### src/rtl/apb_i2c_regif_if.sv
// APB slave bus bundle for apb_i2c_regif; clock and reset stay outside the interface.
interface apb_i2c_regif_if #(
    parameter int unsigned DATA_W = 32
) ();
    logic              PSELx;
    logic              PENABLE;
    logic              PWRITE;
    logic [15:0]       PADDR;
    logic [DATA_W-1:0] PWDATA;
    logic [DATA_W-1:0] PRDATA;
    logic              PREADY;
    logic              PSLVERR;

    modport master (
        output PSELx, PENABLE, PWRITE, PADDR, PWDATA,
        input  PRDATA, PREADY, PSLVERR
    );

    modport slave (
        input  PSELx, PENABLE, PWRITE, PADDR, PWDATA,
        output PRDATA, PREADY, PSLVERR
    );
endinterface

### src/rtl/apb_i2c_regif.sv
// APB register block for an I2C core: config/timeout regs, TX/RX FIFOs and interrupts.
// The RX FIFO is built only when APB_I2C_RX_FIFO_EN is defined.
module apb_i2c_regif #(
    parameter int unsigned DATA_W   = 32,
    parameter int unsigned CFG_W    = 14,
    parameter int unsigned TX_DEPTH = 8,
    parameter int unsigned RX_DEPTH = 8
) (
    input  logic              PCLK,
    input  logic              PRESETn,
    apb_i2c_regif_if.slave    apb,
    output logic [CFG_W-1:0]  CFG_REG,
    output logic [CFG_W-1:0]  TIMEOUT_REG,
    output logic [DATA_W-1:0] TX_DATA,
    output logic              TX_VALID,
    input  logic              TX_POP,
    input  logic [DATA_W-1:0] RX_DATA,
    input  logic              RX_PUSH,
    input  logic              CORE_ERROR,
    output logic              INT_TX,
    output logic              INT_RX
);
    localparam int unsigned TxPtrW = $clog2(TX_DEPTH);
    localparam int unsigned TxCntW = TxPtrW + 1;
    localparam int unsigned RxCntW = $clog2(RX_DEPTH) + 1;

    localparam logic [4:0] AddrTx    = 5'h00;
    localparam logic [4:0] AddrCfg   = 5'h04;
    localparam logic [4:0] AddrTo    = 5'h08;
    localparam logic [4:0] AddrRx    = 5'h0C;
    localparam logic [4:0] AddrStat  = 5'h10;
    localparam logic [4:0] AddrIrqEn = 5'h14;
    localparam logic [4:0] AddrIrqSt = 5'h18;

    logic              access;
    logic [4:0]        addr;
    logic [DATA_W-1:0] rdata;
    logic [DATA_W-1:0] status;
    logic              slv_err;
    logic              tx_wr, rx_rd, cfg_we, to_we, en_we, stat_w1c;
    logic              tx_ovf, rx_udf, rx_ovf;

    logic [CFG_W-1:0]  cfg_q, to_q;
    logic [4:0]        irq_en_q, irq_stat_q, irq_stat_d, irq_set;
    logic              int_tx_q, int_rx_q, core_err_q;

    logic [DATA_W-1:0] tx_mem_q [TX_DEPTH];
    logic [TxPtrW-1:0] tx_wr_ptr_q, tx_rd_ptr_q;
    logic [TxCntW-1:0] tx_cnt_q, tx_cnt_d;
    logic              tx_empty, tx_full, tx_pop;

    logic [RxCntW-1:0] rx_cnt, rx_cnt_d;
    logic              rx_empty, rx_full;
`ifdef APB_I2C_RX_FIFO_EN
    logic [DATA_W-1:0] rx_head;
`endif

    logic unused_addr;
    assign unused_addr = ^apb.PADDR[15:5];

    assign access   = apb.PSELx & apb.PENABLE;
    assign addr     = apb.PADDR[4:0];
    assign tx_empty = (tx_cnt_q == '0);
    assign tx_full  = (tx_cnt_q == TxCntW'(TX_DEPTH));
    assign rx_empty = (rx_cnt == '0);
    assign rx_full  = (rx_cnt == RxCntW'(RX_DEPTH));

    always_comb begin
        status        = '0;
        status[7:0]   = 8'(tx_cnt_q);
        status[15:8]  = 8'(rx_cnt);
        status[16]    = tx_empty;
        status[17]    = tx_full;
        status[18]    = rx_empty;
        status[19]    = rx_full;
        status[20]    = CORE_ERROR;
    end

    // Register decode; every error path returns zero data and suppresses the side effect.
    always_comb begin
        rdata    = '0;
        slv_err  = 1'b0;
        tx_wr    = 1'b0;
        rx_rd    = 1'b0;
        cfg_we   = 1'b0;
        to_we    = 1'b0;
        en_we    = 1'b0;
        stat_w1c = 1'b0;
        tx_ovf   = 1'b0;
        rx_udf   = 1'b0;
        if (access) begin
            case (addr)
                AddrTx: begin
                    if (!apb.PWRITE) begin
                        slv_err = 1'b1;
                    end else if (tx_full) begin
                        slv_err = 1'b1;
                        tx_ovf  = 1'b1;
                    end else begin
                        tx_wr = 1'b1;
                    end
                end
                AddrCfg: begin
                    if (apb.PWRITE) cfg_we = 1'b1;
                    else            rdata  = DATA_W'(cfg_q);
                end
                AddrTo: begin
                    if (apb.PWRITE) to_we = 1'b1;
                    else            rdata = DATA_W'(to_q);
                end
                AddrRx: begin
                    slv_err = 1'b1;
`ifdef APB_I2C_RX_FIFO_EN
                    if (!apb.PWRITE) begin
                        if (rx_empty) begin
                            rx_udf = 1'b1;
                        end else begin
                            slv_err = 1'b0;
                            rdata   = rx_head;
                            rx_rd   = 1'b1;
                        end
                    end
`endif
                end
                AddrStat: begin
                    if (apb.PWRITE) slv_err = 1'b1;
                    else            rdata   = status;
                end
                AddrIrqEn: begin
                    if (apb.PWRITE) en_we = 1'b1;
                    else            rdata = DATA_W'(irq_en_q);
                end
                AddrIrqSt: begin
                    if (apb.PWRITE) stat_w1c = 1'b1;
                    else            rdata    = DATA_W'(irq_stat_q);
                end
                default: slv_err = 1'b1;
            endcase
        end
    end

    // Bus outputs are forced low while reset is asserted, even mid-access.
    assign apb.PREADY  = PRESETn & access;
    assign apb.PSLVERR = PRESETn & slv_err;
    assign apb.PRDATA  = PRESETn ? rdata : '0;

    // TX FIFO
    assign tx_pop   = TX_POP & ~tx_empty;
    assign tx_cnt_d = tx_cnt_q + TxCntW'(tx_wr) - TxCntW'(tx_pop);
    assign TX_VALID = ~tx_empty;
    assign TX_DATA  = tx_empty ? '0 : tx_mem_q[tx_rd_ptr_q];

    always_ff @(posedge PCLK or negedge PRESETn) begin
        if (!PRESETn) begin
            tx_wr_ptr_q <= '0;
            tx_rd_ptr_q <= '0;
            tx_cnt_q    <= '0;
        end else begin
            if (tx_wr)  tx_wr_ptr_q <= tx_wr_ptr_q + TxPtrW'(1);
            if (tx_pop) tx_rd_ptr_q <= tx_rd_ptr_q + TxPtrW'(1);
            tx_cnt_q <= tx_cnt_d;
        end
    end

    always_ff @(posedge PCLK) begin
        if (tx_wr) tx_mem_q[tx_wr_ptr_q] <= apb.PWDATA;
    end

`ifdef APB_I2C_RX_FIFO_EN
    localparam int unsigned RxPtrW = $clog2(RX_DEPTH);

    logic [DATA_W-1:0] rx_mem_q [RX_DEPTH];
    logic [RxPtrW-1:0] rx_wr_ptr_q, rx_rd_ptr_q;
    logic [RxCntW-1:0] rx_cnt_q;
    logic              rx_push;

    // Fullness is judged before any same-cycle pop, so a push into a full FIFO is lost.
    assign rx_push  = RX_PUSH & ~rx_full;
    assign rx_ovf   = RX_PUSH & rx_full;
    assign rx_cnt   = rx_cnt_q;
    assign rx_cnt_d = rx_cnt_q + RxCntW'(rx_push) - RxCntW'(rx_rd);
    assign rx_head  = rx_mem_q[rx_rd_ptr_q];

    always_ff @(posedge PCLK or negedge PRESETn) begin
        if (!PRESETn) begin
            rx_wr_ptr_q <= '0;
            rx_rd_ptr_q <= '0;
            rx_cnt_q    <= '0;
        end else begin
            if (rx_push) rx_wr_ptr_q <= rx_wr_ptr_q + RxPtrW'(1);
            if (rx_rd)   rx_rd_ptr_q <= rx_rd_ptr_q + RxPtrW'(1);
            rx_cnt_q <= rx_cnt_d;
        end
    end

    always_ff @(posedge PCLK) begin
        if (rx_push) rx_mem_q[rx_wr_ptr_q] <= RX_DATA;
    end
`else
    logic unused_rx;
    assign unused_rx = ^{RX_DATA, RX_PUSH, rx_rd};
    assign rx_ovf    = 1'b0;
    assign rx_cnt    = '0;
    assign rx_cnt_d  = '0;
`endif

    // Interrupt status: set events take priority over a same-cycle write-1-to-clear.
    always_comb begin
        irq_set    = '0;
        irq_set[0] = (tx_cnt_q != '0) && (tx_cnt_d == '0);
        irq_set[1] = (rx_cnt == '0) && (rx_cnt_d != '0);
        irq_set[2] = tx_ovf;
        irq_set[3] = rx_udf;
        irq_set[4] = (CORE_ERROR & ~core_err_q) | rx_ovf;
        irq_stat_d = (irq_stat_q & ~(stat_w1c ? apb.PWDATA[4:0] : 5'b0)) | irq_set;
    end

    always_ff @(posedge PCLK or negedge PRESETn) begin
        if (!PRESETn) begin
            cfg_q      <= '0;
            to_q       <= '0;
            irq_en_q   <= '0;
            irq_stat_q <= '0;
            int_tx_q   <= 1'b0;
            int_rx_q   <= 1'b0;
            core_err_q <= 1'b0;
        end else begin
            if (cfg_we) cfg_q    <= apb.PWDATA[CFG_W-1:0];
            if (to_we)  to_q     <= apb.PWDATA[CFG_W-1:0];
            if (en_we)  irq_en_q <= apb.PWDATA[4:0];
            irq_stat_q <= irq_stat_d;
            int_tx_q   <= |(irq_stat_q & irq_en_q & 5'b00101);
            int_rx_q   <= |(irq_stat_q & irq_en_q & 5'b11010);
            core_err_q <= CORE_ERROR;
        end
    end

    assign CFG_REG     = cfg_q;
    assign TIMEOUT_REG = to_q;
    assign INT_TX      = int_tx_q;
    assign INT_RX      = int_rx_q;
endmodule

### src/flat_wrapper.sv
// flat-port wrapper written by rule: the top's interface ports become plain ports
module apb_i2c_regif_flat 
#(
    parameter int unsigned DATA_W   = 32,
    parameter int unsigned CFG_W    = 14,
    parameter int unsigned TX_DEPTH = 8,
    parameter int unsigned RX_DEPTH = 8
)
  (PCLK, PRESETn, CFG_REG, TIMEOUT_REG, TX_DATA, TX_VALID, TX_POP, RX_DATA, RX_PUSH, CORE_ERROR, INT_TX, INT_RX, apb_PSELx, apb_PENABLE, apb_PWRITE, apb_PADDR, apb_PWDATA, apb_PRDATA, apb_PREADY, apb_PSLVERR);
  apb_i2c_regif_if #(.DATA_W(DATA_W)) apb_i ();
  input  logic PCLK;
  input  logic PRESETn;
  output logic [CFG_W-1:0] CFG_REG;
  output logic [CFG_W-1:0] TIMEOUT_REG;
  output logic [DATA_W-1:0] TX_DATA;
  output logic TX_VALID;
  input  logic TX_POP;
  input  logic [DATA_W-1:0] RX_DATA;
  input  logic RX_PUSH;
  input  logic CORE_ERROR;
  output logic INT_TX;
  output logic INT_RX;
  input wire logic [$bits(apb_i.PSELx)-1:0] apb_PSELx;
  input wire logic [$bits(apb_i.PENABLE)-1:0] apb_PENABLE;
  input wire logic [$bits(apb_i.PWRITE)-1:0] apb_PWRITE;
  input wire logic [$bits(apb_i.PADDR)-1:0] apb_PADDR;
  input wire logic [$bits(apb_i.PWDATA)-1:0] apb_PWDATA;
  output wire logic [$bits(apb_i.PRDATA)-1:0] apb_PRDATA;
  output wire logic [$bits(apb_i.PREADY)-1:0] apb_PREADY;
  output wire logic [$bits(apb_i.PSLVERR)-1:0] apb_PSLVERR;
  assign apb_i.PSELx = apb_PSELx;
  assign apb_i.PENABLE = apb_PENABLE;
  assign apb_i.PWRITE = apb_PWRITE;
  assign apb_i.PADDR = apb_PADDR;
  assign apb_i.PWDATA = apb_PWDATA;
  assign apb_PRDATA = apb_i.PRDATA;
  assign apb_PREADY = apb_i.PREADY;
  assign apb_PSLVERR = apb_i.PSLVERR;
  apb_i2c_regif #(.DATA_W(DATA_W), .CFG_W(CFG_W), .TX_DEPTH(TX_DEPTH), .RX_DEPTH(RX_DEPTH)) u_core (.PCLK(PCLK), .PRESETn(PRESETn), .apb(apb_i), .CFG_REG(CFG_REG), .TIMEOUT_REG(TIMEOUT_REG), .TX_DATA(TX_DATA), .TX_VALID(TX_VALID), .TX_POP(TX_POP), .RX_DATA(RX_DATA), .RX_PUSH(RX_PUSH), .CORE_ERROR(CORE_ERROR), .INT_TX(INT_TX), .INT_RX(INT_RX));
endmodule
### config.mk
export PLATFORM = sky130hd
export DESIGN_NAME = apb_i2c_regif_flat
export DESIGN_NICKNAME = d
export VERILOG_FILES = /design/src/rtl/apb_i2c_regif_if.sv /design/src/rtl/apb_i2c_regif.sv /design/src/flat_wrapper.sv
export SDC_FILE = /design/constraint.sdc
export NUM_CORES = 1
export LEC_CHECK = 0
export CORE_MARGIN = 2
export CORE_UTILIZATION = 58
export DETAILED_ROUTE_END_ITERATION = 10
export PLACE_DENSITY = 0.95
export SETUP_SLACK_MARGIN = 0.2
export SLEW_MARGIN = 20
export SYNTH_ARGS = -nofsm -noshare
export SYNTH_HDL_FRONTEND = slang
export SYNTH_SLANG_ARGS = --single-unit
### constraint.sdc
create_clock -name PCLK -period 8.8 [get_ports PCLK]
set_clock_uncertainty 0.05 [all_clocks]
set_input_delay 1.76 -clock PCLK [delete_from_list [all_inputs] [get_ports PCLK]]
set_output_delay 1.76 -clock PCLK [all_outputs]
set_load 0.02 [all_outputs]
### Yosys cells after proc, flatten, opt, wreduce, memory -nomap -nowiden

Memory sizes are Yosys's and may differ from the RTL's.
Index checks and enable logic that the tools add are counted.

* flip-flop bits (word level): 51
* RAM bits: 256
* input bits: 88
* output and inout bits: 97
* logic and storage cells: 72
* memories: 1

Memories
* u_core.tx_mem_q: words 8, width 32, rd ports 1, clocked after Yosys merged registers in 0, write ports 1, RTL line apb_i2c_regif.sv:47 `logic [DATA_W-1:0] tx_mem_q [TX_DEPTH];`

* add/sub/neg operators: 4
* equal/unequal tests: 6
* muxes and demuxes: 32
* bitwise operators: 11
* reduce and logical (&&, ||, !) cells: 8

Operator list (number)
* 32-bit case mux with 5 select lines: 1
* 32-bit two-way mux: 3
* 14-bit two-way mux: 2
* 1-bit two-way mux: 21
* 21-bit two-way mux: 1
* 5-bit equality test (second input constant): 3
* 5-bit two-way mux: 3
* 5-bit bitwise AND: 2
* 4-bit logical NOT: 2
* 3-bit by 1-bit adder with 3-bit output (second input constant): 2
* 1-bit bitwise AND: 5
* 5-bit by 3-bit equality test with 1-bit output (second input constant): 1
* 5-bit by 4-bit equality test with 1-bit output (second input constant): 1
* 5-bit logical NOT: 1
* 5-bit inverter: 1
* 5-bit bitwise OR: 1
* 4-bit by 1-bit adder with 4-bit output: 1
* 4-bit equality test (second input constant): 1
* 4-bit nonzero test: 1
* 4-bit OR reduction: 1
* 4-bit by 1-bit subtractor with 4-bit output: 1
* 1-bit case mux with 3 select lines: 1
* 3-bit OR reduction: 1
* 1-bit inverter: 2
* 2 further kinds: 2

### Longest topological paths before layout

Gate-level depths: netlist (run 1).

* depth in word-level cells: 10
* mapped depth: 13
* mapped depth without buffers: 13

### Worst setup path after synthesis (run 1)

No wires, ideal clock.

* kind: input port to flip-flop
* start point: input port apb_PADDR[2]
* end point: memory u_core.tx_mem_q[4][0], enable pin
* setup time: 0.513 ns
* arrival: 5.846 ns
* data required time: 8.237 ns
* setup slack: 2.391 ns
* stages: 5
* path buffers: 2
* cells stage by stage: buf_2 > nor2_2 > nand4_4 > buf_6 > nor4b_1

* cells in the longest elaborated chain, start to end: 5

RTL lines
* start: declaration: RTL line flat_wrapper.sv:26 `input wire logic [$bits(apb_i.PADDR)-1:0] apb_PADDR;`
* 5-bit logical NOT: RTL line apb_i2c_regif.sv:92 `case (addr)`
* 1-bit two-way mux: RTL line apb_i2c_regif.sv:92
* 1-bit two-way mux: RTL line apb_i2c_regif.sv:91 `if (access) begin`
* 1-bit two-way mux: RTL line apb_i2c_regif.sv:166 `if (tx_wr) tx_mem_q[tx_wr_ptr_q] <= apb.PWDATA;`
* 1-bit two-way mux (implied by the code): RTL line apb_i2c_regif.sv:166
* end: declaration: RTL line apb_i2c_regif.sv:47

Every way passes these cells.

### Worst setup path after layout (run 1)

* start point: input port apb_PADDR[4]
* end point: output port apb_PRDATA[7]

* cells in the longest elaborated chain, start to end: 4
* elaborated cells on any way between the ends: 8
* classes of those cells: eq/ne (5); mux (3)

RTL lines
* 5-bit equality test, or another cell as far along: RTL line apb_i2c_regif.sv:92
* 32-bit case mux with 5 select lines (*): RTL line apb_i2c_regif.sv:92
* 32-bit two-way mux (*): RTL line apb_i2c_regif.sv:91
* 32-bit two-way mux (*): RTL line apb_i2c_regif.sv:145 `assign apb.PRDATA = PRESETn ? rdata : '0;`
* end: declaration: RTL line flat_wrapper.sv:28 `output wire logic [$bits(apb_i.PRDATA)-1:0] apb_PRDATA;`

Every way passes the cells marked *; elsewhere a longest branch is shown, timed or not.

==> results.txt, run 1 <==
----------------------------------------------------
[Timing]
  Final Hold Violating Endpoints ... 0
  Peak clock frequency supported by timing ... 164.7 MHz
  Measured slew at the worst slew-check pin ... 0.9735 ns
  Total Neg Setup Slack ... 0 ns
  Tcrit/Tclk final ... 68.99%
  Endpoints failing setup ... 0
  Number of pins with negative max-slew slack in the final report ... 0
  Crit path time final ... 6.071 ns
  Setup repair after global routing missed its margin ... false
  Tightest slew margin relative to the limit ... 34.75%
  Setup slack after layout ... 2.729 ns

[Synth]
  Sequential element share of the synthesized area ... 71.52%
  EDFF count, synth ... 256
  Post-Synthesis Mean Instance Area ... 19.16 um2
  Gate count of the mapped netlist ... 654
  Yosys warns ... 0
  Main area contributors after synthesis ... edfxtp_1, mux4_2, dfrtp_1
  Most used flip-flop cell after synthesis ... edfxtp_1
  Post-synth ARST share ... 16.61%
  Post-synthesis register bit count ... 307
  Post-synthesis cell type with the largest combined area ... edfxtp_1
  Area share of the largest cell type after synthesis ... 61.34%
  Synth cell types ... 54
  Combined area of all synthesized cells ... 12,530 um2

[Placed design]
  IO Port Bufs ... 126
  Placed inst area ... 14,060 um2
  Placed cell count ... 1,035
  Worst-case setup slack after placement ... 2.435 ns
  Placer's final routability congestion estimate ... 0.8129
  Final HPWL DP ... 15,060 um

[Power]
  Power per standard cell area ... 284.4 nW/um2
  Switching Fraction ... 28.84%
  Internal ... 3053 uW
  Net switching power figure ... 1237 uW
  Gate power share ... 30.4%
  Leakage ... 0.005275 uW
  IR drop worst, VDD ... 170.5 uV
  Seq pwr share ... 39.3%
  Part of the total power dissipated in the clock network ... 30.3%

[Route]
  Routed vias ... 6,712
  Residual DRC ... 0
  Number of detailed-route iterations in the first pass ... 5
  Number of design-rule violations left by the first detailed-router iteration ... 554
  Average routed wire per standard cell ... 24.87 um
  ANT nets after route ... 0
  Routed vias/inst ... 6.169
  Aggregate routed wire length ... 27,060 um

[GRT]
  Initial antenna violation count ... 0
  Total Routing Usage GR ... 24.41%
  Met2 usage in global routing ... 40.64%
  Most used routing layer ... met2
  Global-route wire length before repair ... 41,020 um
  Grt ovf ... 0
  Via count of the first global-routing pass ... 7,066
  Largest net degree at the start of global routing ... 59
  GRT met1 Usage ... 32.72%
  Met3 routing resource usage after global routing ... 4.699%

[Clock network]
  Post-CTS Setup Bufs ... 0
  # resized after CTS ... 0
  Number of buffers added by the clock tree synthesis step ... 28
  Clock slew seen by the registers of the worst setup and hold paths ... 0.07 ns
  Count of clock tree sinks ... 307
  TritonCTS clock tree ... done
  H-tree levels ... 1
  Latest clock arrival within the worst-skew pair ... 0.54 ns
  Root buffer selected by CTS ... clkbuf_16
  Hold bufs inserted after CTS ... 0
  Max clock buf depth ... 3

[Layout]
  Final cell area excluding filler cells ... 15,090 um2
  Layout-stage area growth over the synthesis result ... 20.37%
  Final antenna diode count ... 0
  Combined area of the multi-input logic cells ... 3328 um2
  Area taken by flip-flops and latches ... 8970 um2
  Fraction of layout instances using a drive strength above 1 ... 22.76%
  Count of filler cells inserted in the layout ... 1,238
  Count of non-filler cells in the finished layout ... 1,088
  Core utilization of the finished layout ... 71.54%
  NumNets Final ... 888

[Floorplanning]
  Starting Density ... 59.43%
  Area of the placeable core ... 21,090 um2
  Horizontal die dimension ... 151 um
  Total number of placement rows ... 53
  Area enclosed by the die boundary ... 22,800 um2
  Top Ports ... 185
  Height of the die ... 151 um

[Outcome]
  Result of the run ... complete, no violations

[Worst setup path]
  Nature of the critical path endpoint ... output pin
  Largest fanout of any net on the critical path ... 22
  Cell-by-cell trace of the critical path ... clkdlybuf4s50_1 -> nor3_4 -> buf_8 -> nand3_1 -> a21oi_1 -> clkdlybuf4s50_1
  Critical Path Max Stage Delay ... 0.72 ns
  Type of element launching the critical path ... input pin
  Crit path DAT ... 4.26 ns
  Critical path type ... input pin to output pin
  Most numerous cell on the critical path ... clkdlybuf4s50_1
  Max stage delay cell, worst path ... clkdlybuf4s50_1
  Crit path required time ... 6.99 ns

[Job]
  Count of max-cap constraint violations ... 0

[Hold path]
  Hold WC Path Type ... register to register

----------------------------------------------------
## routing by layer
metal  vias to the layer above  wire (um)
met5                         -          0
met1                      3462      10590
met3                        56       2121
li1                       2862          -
met4                         0        775
met2                       332      13570
## placed cells by master (no fill, tap or decap), types with 4 or more instances in the layout
cell	instances
edfxtp_1	256
clkdlybuf4s50_1	125
mux4_2	64
dfrtp_1	48
nor2_1	35
mux2i_1	32
nand3_1	31
mux2_2	30
clkbuf_16	29
buf_4	15
conb_1	14
inv_1	12
a21oi_1	10
mux2_4	10
ha_1	8
clkbuf_1	7
and3_1	5
a32oi_1	5
nand4_1	5
bufinv_16	5
clkbuf_8	5
a31oi_1	4
xnor2_1	4
nor3_2	4
clkinv_2	4
## synthesized netlist by cell type (2+ instances only)
cell type and instances:
edfxtp_1 256, mux4_2 64, dfrtp_1 51, nor2_1 35, mux2i_1 32, nand3_1 31, mux2_2 30, buf_4 22
buf_2 17, inv_1 12, a21oi_1 10, mux2_4 10, ha_1 8, clkbuf_1 7, a32oi_1 5, and3_1 5
nand4_1 5, a31oi_1 4, nor3_1 4, xnor2_1 4, nor4_1 3, a21boi_0 2, buf_6 2, nand2_1 2
nor2b_1 2, nor4b_1 2, o2bb2ai_1 2
## final timing paths
check / start / end / slack (ns) / cells after the start
worst max-delay path: apb_PADDR[4] / apb_PRDATA[7] / 2.73 / 6
worst min-delay path: u_core.core_err_q$_DFF_PN0_ / u_core.irq_stat_q[4]$_DFF_PN0_ / 0.37 / 1
worst max register to register: u_core.tx_cnt_q[2]$_DFF_PN0_ / u_core.irq_stat_q[0]$_DFF_PN0_ / 4.75 / 14
worst min register to register: u_core.core_err_q$_DFF_PN0_ / u_core.irq_stat_q[4]$_DFF_PN0_ / 0.37 / 1
max in group asynchronous: PRESETn / u_core.tx_rd_ptr_q[0]$_DFFE_PN0P_ / 6.90 / 2
min in group asynchronous: PRESETn / u_core.CFG_REG[1]$_DFFE_PN0P_ / 1.29 / 2
## kinds of logic after synthesis
kind of cell             count (synthesis)  share of synthesized area (%)
adder cells (fa/ha/maj)                  9                         0.9584
AO/OA/AOI/OAI                           31                          1.727
multiplexers                           136                          17.95
flip-flops                             307                          71.52
AND/OR/NAND/NOR                        104                          4.692
other                                    1                        0.02992
buffers and inverters                   61                          2.775
XOR/XNOR                                 5                         0.3494
## power groups by stage
stage	registers (uW)	clock network (uW)	logic, uW
6_report	1680	1300	1310
5_1_grt	1690	1360	1400
4_1_cts	1680	1310	1320
3_5_place_dp	1710	0	1300
3_3_place_gp	1710	0	1270
2_1_floorplan	1680	0	874
## cell type report
class / count / area share (%)
repair buffers: 143 / 9.248
clock buffers: 41 / 5.441
multi-input cells: 299 / 22.06
well taps: 275 / 2.281
inverters: 12 / 0.2986
flip-flops and latches: 307 / 59.46
clock inverters: 11 / 1.211
## flip-flops by register name, summed over array words and instances, names as in the netlist, 3 cells and up
register and flops:
u_core.CFG_REG 14, u_core.TIMEOUT_REG 14, u_core.irq_en_q 5, u_core.irq_stat_q 5, u_core.tx_cnt_q 4, u_core.tx_mem_q 256
u_core.tx_rd_ptr_q 3, u_core.tx_wr_ptr_q 3
## metrics by stage
step / hold WS (ns) / total power (uW)
6_report: 0.3726 / 4290
5_1_grt: 0.3768 / 4448
4_1_cts: 0.3688 / 4319
3_5_place_dp: 0.3634 / 3008
3_3_place_gp: 0.3464 / 2978
2_1_floorplan: 0.3428 / 2552
## worst max-delay path, delay by kind of cell
kind / cells / cell delay, ns
AOI/OAI and AO/OA: 1 / 0.25
buffers and inverters: 3 / 1.62
and+or+nand+nor: 2 / 0.62
(Power assumes the default switching activity.)
==> run 2: changes to the inputs <==
--- a/config.mk
+++ b/config.mk
@@ -6,9 +6,9 @@
 export NUM_CORES = 1
 export LEC_CHECK = 0
 export CORE_MARGIN = 2
-export CORE_UTILIZATION = 58
+export CORE_UTILIZATION = 49
 export DETAILED_ROUTE_END_ITERATION = 10
-export PLACE_DENSITY = 0.95
+export PLACE_DENSITY = 0.87
 export SETUP_SLACK_MARGIN = 0.2
 export SLEW_MARGIN = 20
 export SYNTH_ARGS = -nofsm -noshare
==> constraint.sdc (replaced) <==
create_clock -name PCLK -period 5 [get_ports PCLK]
set_clock_uncertainty 0.05 [all_clocks]
set_input_delay 1 -clock PCLK [delete_from_list [all_inputs] [get_ports PCLK]]
set_output_delay 1 -clock PCLK [all_outputs]
set_load 0.02 [all_outputs]
==> results.txt, run 2 (synthesis results as in run 1) <==
----------------------------------------------------
[Outcome]
  Result of the run ... complete, no violations

[Worst setup path]
  Crit path DAT ... 3.24 ns (-1.02 ns)
  Critical path type ... input pin to output pin
  Launching instance or port of the critical path ... apb_PADDR[2]
  Largest fanout of any net on the critical path ... 11 (-50%)
  Nature of the critical path endpoint ... output pin
  Crit path required time ... 3.95 ns (-3.04 ns)
  Type of element launching the critical path ... input pin
  Worst reg2reg path startpoint ... u_core.tx_cnt_q[2]$_DFF_PN0_

[Power]
  IR drop worst, VDD ... 348.1 uV (+100%)
  Leakage ... 0.005271 uW (about the same)
  Power per standard cell area ... 495.2 nW/um2 (+74%)
  Overall Power ... 7511 uW (+75%)

[Route]
  Number of design-rule violations left by the first detailed-router iteration ... 594 (+7.2%)
  Routed vias ... 6,590 (-1.8%)
  Number of detailed-route iterations in the first pass ... 5 (unchanged)
  Average routed wire per standard cell ... 22.89 um (-8.0%)
  Residual DRC ... 0 (unchanged)
  Routed vias/inst ... 5.745 (-6.9%)
  ANT nets after route ... 0 (unchanged)
  Aggregate routed wire length ... 26,250 um (-3.0%)

[Timing]
  Tcrit/Tclk final ... 85.84%
  Setup repair after global routing missed its margin ... false
  Endpoints failing setup ... 0 (unchanged)
  Measured slew at the worst slew-check pin ... 0.8412 ns (-0.1323 ns)
  Tightest slew margin relative to the limit ... 43.86% (+9.1 points)
  Peak clock frequency supported by timing ... 233.0 MHz
  Number of pins with negative max-slew slack in the final report ... 0 (unchanged)
  Final Hold Violating Endpoints ... 0 (unchanged)
  Crit path time final ... 4.292 ns
  Total Neg Setup Slack ... 0 ns (unchanged)

[Floorplanning]
  Area of the placeable core ... 25,180 um2 (+19%)
  Height of the die ... 163.9 um (+8.6%)
  Starting Density ... 49.77% (-9.7 points)
  Horizontal die dimension ... 163.9 um (+8.6%)
  Area enclosed by the die boundary ... 26,870 um2 (+18%)
  Total number of placement rows ... 58 (+9.4%)
  Top Ports ... 185 (unchanged)

[Placed design]
  Placed inst area ... 14,180 um2 (+0.83%)
  Final HPWL DP ... 14,940 um (-0.77%)
  IO Port Bufs ... 126 (unchanged)
  Placer's final routability congestion estimate ... 0.8082 (-0.58%)

[Clock network]
  Post-CTS Setup Bufs ... 0 (unchanged)
  # resized after CTS ... 0 (unchanged)
  Latest clock arrival within the worst-skew pair ... 0.54 ns (about the same)
  Hold bufs inserted after CTS ... 0 (unchanged)
  Count of clock tree sinks ... 307 (unchanged)
  Root buffer selected by CTS ... clkbuf_16
  Clock slew seen by the registers of the worst setup and hold paths ... 0.07 ns (about the same)
  TritonCTS clock tree ... done
  Max clock buf depth ... 3 (unchanged)
  Number of buffers added by the clock tree synthesis step ... 29 (+3.6%)
  H-tree levels ... 1 (unchanged)

[Hold path]
  Hold WC Path Type ... register to register
  Worst hold path startpoint ... u_core.core_err_q$_DFF_PN0_

[Layout]
  Largest register by flop count ... u_core.tx_mem_q
  Layout-stage area growth over the synthesis result ... 21.01%
  Combined area of the multi-input logic cells ... 3328 um2 (unchanged)
  Top library cells by usage in the layout, fill and taps aside ... edfxtp_1, clkdlybuf4s50_1, mux4_2, dfrtp_1, nor2_1
  NumNets Final ... 891 (+0.34%)
  Most common library cell in the layout ignoring fill and taps ... edfxtp_1
  Fraction of layout instances using a drive strength above 1 ... 22.55% (-0.21 points)
  Count of filler cells inserted in the layout ... 1,756 (+42%)
  Final cell area excluding filler cells ... 15,170 um2 (+0.54%)
  Area taken by flip-flops and latches ... 8970 um2 (unchanged)
  Max reg flops ... 256 (unchanged)

[GRT]
  Initial antenna violation count ... 1 (+1)
  Total Routing Usage GR ... 19.85% (-4.6 points)
  Largest net degree at the start of global routing ... 52 (-12%)
  Grt ovf ... 0 (unchanged)
  Via count of the first global-routing pass ... 6,919 (-2.1%)
  Global-route wire length before repair ... 40,100 um (-2.3%)

[Job]
  Count of max-cap constraint violations ... 0 (unchanged)

----------------------------------------------------
run 2: cell types whose count changed in the layout (fill, tap and decap cells not counted), sizes merged:
cell,before,now
buf,18,20
clkbuf,41,37
clkinvlp,0,2
diode,0,1
inv,12,13
clkinv,6,8
run 2: metrics by stage:
step	utilization (%)	cells	hold WS, ns	setup WS, ns
6_report	60.23	1147	0.3690	0.7079
5_1_grt	60.23	1147	0.4010	0.5762
4_1_cts	60.22	1146	0.3655	0.6834
3_5_place_dp	56.31	1093	0.3611	0.7456
3_3_place_gp	56.31	1093	0.3481	0.7284
2_1_floorplan	-	667	0.3428	-0.6492
run 2: metal layers:
layer	track usage, %	routed length [um]	part of all wire [%]
met5	0	0	0
met4	5.183	525	2.0
met3	3.662	1617	6.2
met2	33.75	13100	50
met1	26.67	11010	42
run 2: path summary, 6_finish.rpt:
check / to / slack, ns / cells past startpoint
worst max-delay path: apb_PRDATA[3] / 0.71 / 6
worst min-delay path: u_core.irq_stat_q[4]$_DFF_PN0_ / 0.37 / 1
worst max register to register: u_core.irq_stat_q[0]$_DFF_PN0_ / 1.33 / 13
worst min register to register: u_core.irq_stat_q[4]$_DFF_PN0_ / 0.37 / 1
max in group asynchronous: u_core.tx_rd_ptr_q[0]$_DFFE_PN0P_ / 3.82 / 2
min in group asynchronous: u_core.TIMEOUT_REG[1]$_DFFE_PN0P_ / 0.57 / 2
run 2: area by class of cell:
cell class	count	share of cell area, %
antenna	1	0.01650
clock buffer	37	5.049
clock inverter	16	1.444
inverter	12	0.2970
multi-input combinational	299	21.94
sequential	307	59.14
tap	330	2.722
timing repair buffer	145	9.388
run 2: report_power, final:
group | switching, uW | leakage [uW] | internal [uW] | total [uW]
Combinational | 1050 | 0.00183 | 1150 | 2200
Clock | 922 | 0.000473 | 1340 | 2260
Sequential | 208 | 0.00297 | 2840 | 3050
Total | 2180 | 0.00527 | 5330 | 7510
run 2: critical path, stage by stage:
cell,delay [ns]
clkdlybuf4s50_1,0.65
and2b_1,0.40
buf_4,0.25
nand3_1,0.09
a31oi_1,0.21
clkdlybuf4s50_1,0.63
==> run 3: changes to the inputs <==
--- a/config.mk
+++ b/config.mk
@@ -6,9 +6,9 @@
 export NUM_CORES = 1
 export LEC_CHECK = 0
 export CORE_MARGIN = 2
-export CORE_UTILIZATION = 49
+export CORE_UTILIZATION = 58
 export DETAILED_ROUTE_END_ITERATION = 10
-export PLACE_DENSITY = 0.87
+export PLACE_DENSITY = 0.95
 export SETUP_SLACK_MARGIN = 0.2
 export SLEW_MARGIN = 20
 export SYNTH_ARGS = -nofsm -noshare
==> constraint.sdc (replaced) <==
create_clock -name PCLK -period 5.4 [get_ports PCLK]
set_clock_uncertainty 0.05 [all_clocks]
set_input_delay 1.08 -clock PCLK [delete_from_list [all_inputs] [get_ports PCLK]]
set_output_delay 1.08 -clock PCLK [all_outputs]
set_load 0.02 [all_outputs]
==> results.txt, run 3 (synthesis results as in run 1) <==
----------------------------------------------------
[Worst setup path]
  Crit path DAT ... 3.44 ns (+0.20 ns)
  Crit path required time ... 4.27 ns (+0.32 ns)
  Nature of the critical path endpoint ... output pin
  Largest fanout of any net on the critical path ... 21 (+10)
  Type of element launching the critical path ... input pin
  Critical path type ... input pin to output pin

[Layout]
  Top library cells by usage in the layout, fill and taps aside ... edfxtp_1, clkdlybuf4s50_1, mux4_2, dfrtp_1, nor2_1
  Most common library cell in the layout ignoring fill and taps ... edfxtp_1
  Area taken by flip-flops and latches ... 8972 um2 (about the same)
  Layout-stage area growth over the synthesis result ... 21.27%
  Largest register by flop count ... u_core.tx_mem_q
  Max reg flops ... 256 (unchanged)
  Final cell area excluding filler cells ... 15,200 um2 (+0.21%)
  Count of filler cells inserted in the layout ... 1,231 (-30%)
  Fraction of layout instances using a drive strength above 1 ... 23.47% (+0.92 points)
  Final antenna diode count ... 0 (-1)
  Count of non-filler cells in the finished layout ... 1,093 (-4.7%)
  NumNets Final ... 893 (+0.22%)
  Core utilization of the finished layout ... 72.08% (+12 points)
  Combined area of the multi-input logic cells ... 3328 um2 (unchanged)

[Job]
  Count of max-cap constraint violations ... 0 (unchanged)

[GRT]
  Grt ovf ... 0 (unchanged)
  Total Routing Usage GR ... 24.56% (+4.7 points)
  Initial antenna violation count ... 0 (-1)
  Global-route wire length before repair ... 41,100 um (+2.5%)
  Via count of the first global-routing pass ... 7,114 (+2.8%)
  Largest net degree at the start of global routing ... 53 (+1.9%)

[Clock network]
  Clock slew seen by the registers of the worst setup and hold paths ... 0.06 ns (about the same)
  Hold bufs inserted after CTS ... 0 (unchanged)
  Post-CTS Setup Bufs ... 0 (unchanged)
  Root buffer selected by CTS ... clkbuf_16
  H-tree levels ... 1 (unchanged)
  # resized after CTS ... 0 (unchanged)
  Count of clock tree sinks ... 307 (unchanged)
  Latest clock arrival within the worst-skew pair ... 0.54 ns (about the same)
  Number of buffers added by the clock tree synthesis step ... 29 (unchanged)
  TritonCTS clock tree ... done
  Max clock buf depth ... 3 (unchanged)

[Power]
  IR drop worst, VDD ... 260.2 uV (-25%)
  Switching Fraction ... 28.89% (-0.098 points)
  Internal ... 5068 uW (-5.0%)
  Overall Power ... 7127 uW (-5.1%)
  Gate power share ... 28.1% (-1.2 points)
  Net switching power figure ... 2059 uW (-5.4%)
  Seq pwr share ... 40.6% (about the same)
  Part of the total power dissipated in the clock network ... 31.3% (+1.1 points)
  Leakage ... 0.005327 uW (+1.1%)
  Power per standard cell area ... 468.9 nW/um2 (-5.3%)

[Placed design]
  Final HPWL DP ... 15,890 um (+6.3%)
  Placed inst area ... 14,140 um2 (-0.29%)
  Placer's final routability congestion estimate ... 0.7992 (-1.1%)
  Placed cell count ... 1,040 (-4.8%)
  IO Port Bufs ... 126 (unchanged)

[Route]
  Number of design-rule violations left by the first detailed-router iteration ... 606 (+2.0%)
  Average routed wire per standard cell ... 25.02 um (+9.3%)
  Routed vias/inst ... 6.178 (+7.5%)
  Residual DRC ... 0 (unchanged)
  Number of detailed-route iterations in the first pass ... 4 (-1)
  Aggregate routed wire length ... 27,340 um (+4.2%)
  Routed vias ... 6,753 (+2.5%)
  ANT nets after route ... 0 (unchanged)

[Floorplanning]
  Horizontal die dimension ... 151 um (-7.9%)
  Height of the die ... 151 um (-7.9%)
  Top Ports ... 185 (unchanged)
  Starting Density ... 59.43% (+9.7 points)
  Total number of placement rows ... 53 (-8.6%)
  Area of the placeable core ... 21,090 um2 (-16%)
  Area enclosed by the die boundary ... 22,800 um2 (-15%)

[Timing]
  Peak clock frequency supported by timing ... 218.7 MHz
  Measured slew at the worst slew-check pin ... 0.8354 ns (-0.005722 ns)
  Tcrit/Tclk final ... 84.69%
  Endpoints failing setup ... 0 (unchanged)
  Crit path time final ... 4.573 ns
  Tightest slew margin relative to the limit ... 44.24% (+0.38 points)
  Setup repair after global routing missed its margin ... false
  Number of pins with negative max-slew slack in the final report ... 0 (unchanged)
  Post-Route Hold Slack ... 0.3886 ns (+0.01963 ns)
  Final Hold Violating Endpoints ... 0 (unchanged)

[Outcome]
  Result of the run ... complete, no violations

[Hold path]
  Hold WC Path Type ... register to register

----------------------------------------------------
[run 3: cell count changes in the layout (fill, tap and decap cells not counted)]
| cell | change |
|---|---|
| buf_12 | +1 |
| buf_4 | +1 |
| bufinv_16 | +2 |
| clkbuf_1 | -2 |
| clkbuf_8 | +3 |
| clkinv_1 | -4 |
| clkinv_2 | +1 |
| clkinv_4 | +2 |
| clkinvlp_4 | -1 |
| dfrtp_2 | -1 |
| dfrtp_4 | +1 |
| diode_2 | -1 |
| inv_16 | -1 |
[run 3: path summary, 6_finish.rpt]
check	slack (ns)	endpoint	startpoint	cells after the start
max in group asynchronous	4.16	u_core.tx_rd_ptr_q[2]$_DFFE_PN0P_	PRESETn	2
min in group asynchronous	0.63	u_core.CFG_REG[0]$_DFFE_PN0P_	PRESETn	2
hold / removal	0.39	u_core.irq_stat_q[4]$_DFF_PN0_	u_core.core_err_q$_DFF_PN0_	1
setup reg to reg	1.60	u_core.irq_stat_q[0]$_DFF_PN0_	u_core.tx_cnt_q[2]$_DFF_PN0_	13
hold reg to reg	0.39	u_core.irq_stat_q[4]$_DFF_PN0_	u_core.core_err_q$_DFF_PN0_	1
setup / recovery	0.83	apb_PRDATA[4]	apb_PADDR[2]	5
[run 3: worst max-delay path, cell delays in order]
cell	delay (ns)
clkdlybuf4s50_1	0.65
and2b_1	0.63
a32oi_1	0.23
a21oi_1	0.22
clkdlybuf4s50_1	0.63
[run 3: final cells by class]
class                   count  share of cell area (%)
inverters                  12                  0.2963
multi-input cells         299                   21.90
repair buffers            147                   9.549
clock inverters            15                   1.704
well taps                 275                   2.264
clock buffers              38                   5.260
flip-flops and latches    307                   59.03
[run 3: power groups by stage]
stage | Clock [uW] | Combinational [uW] | Sequential [uW]
6_report | 2230 | 2000 | 2900
2_1_floorplan | 0 | 1420 | 2740
3_5_place_dp | 0 | 1990 | 2940
3_3_place_gp | 0 | 1930 | 2930
4_1_cts | 2250 | 2030 | 2890
5_1_grt | 2330 | 2130 | 2910
[run 3: through the flow]
step	setup TNS (ns)	worst slack (ns)
after CTS	0	0.8560
after global placement	0	0.9146
final	0	0.8267
after global routing	0	0.7105
after floorplan	-22.99	-0.3292
after detailed placement	0	0.8864
[run 3: layer usage]
metal,vias up,track usage (%),share of wire (%)
met4,0,7.430,2.1
met5,-,0,0
met3,47,4.247,7.3
met2,359,42.89,52
li1,2875,-,-
met1,3472,32.00,39
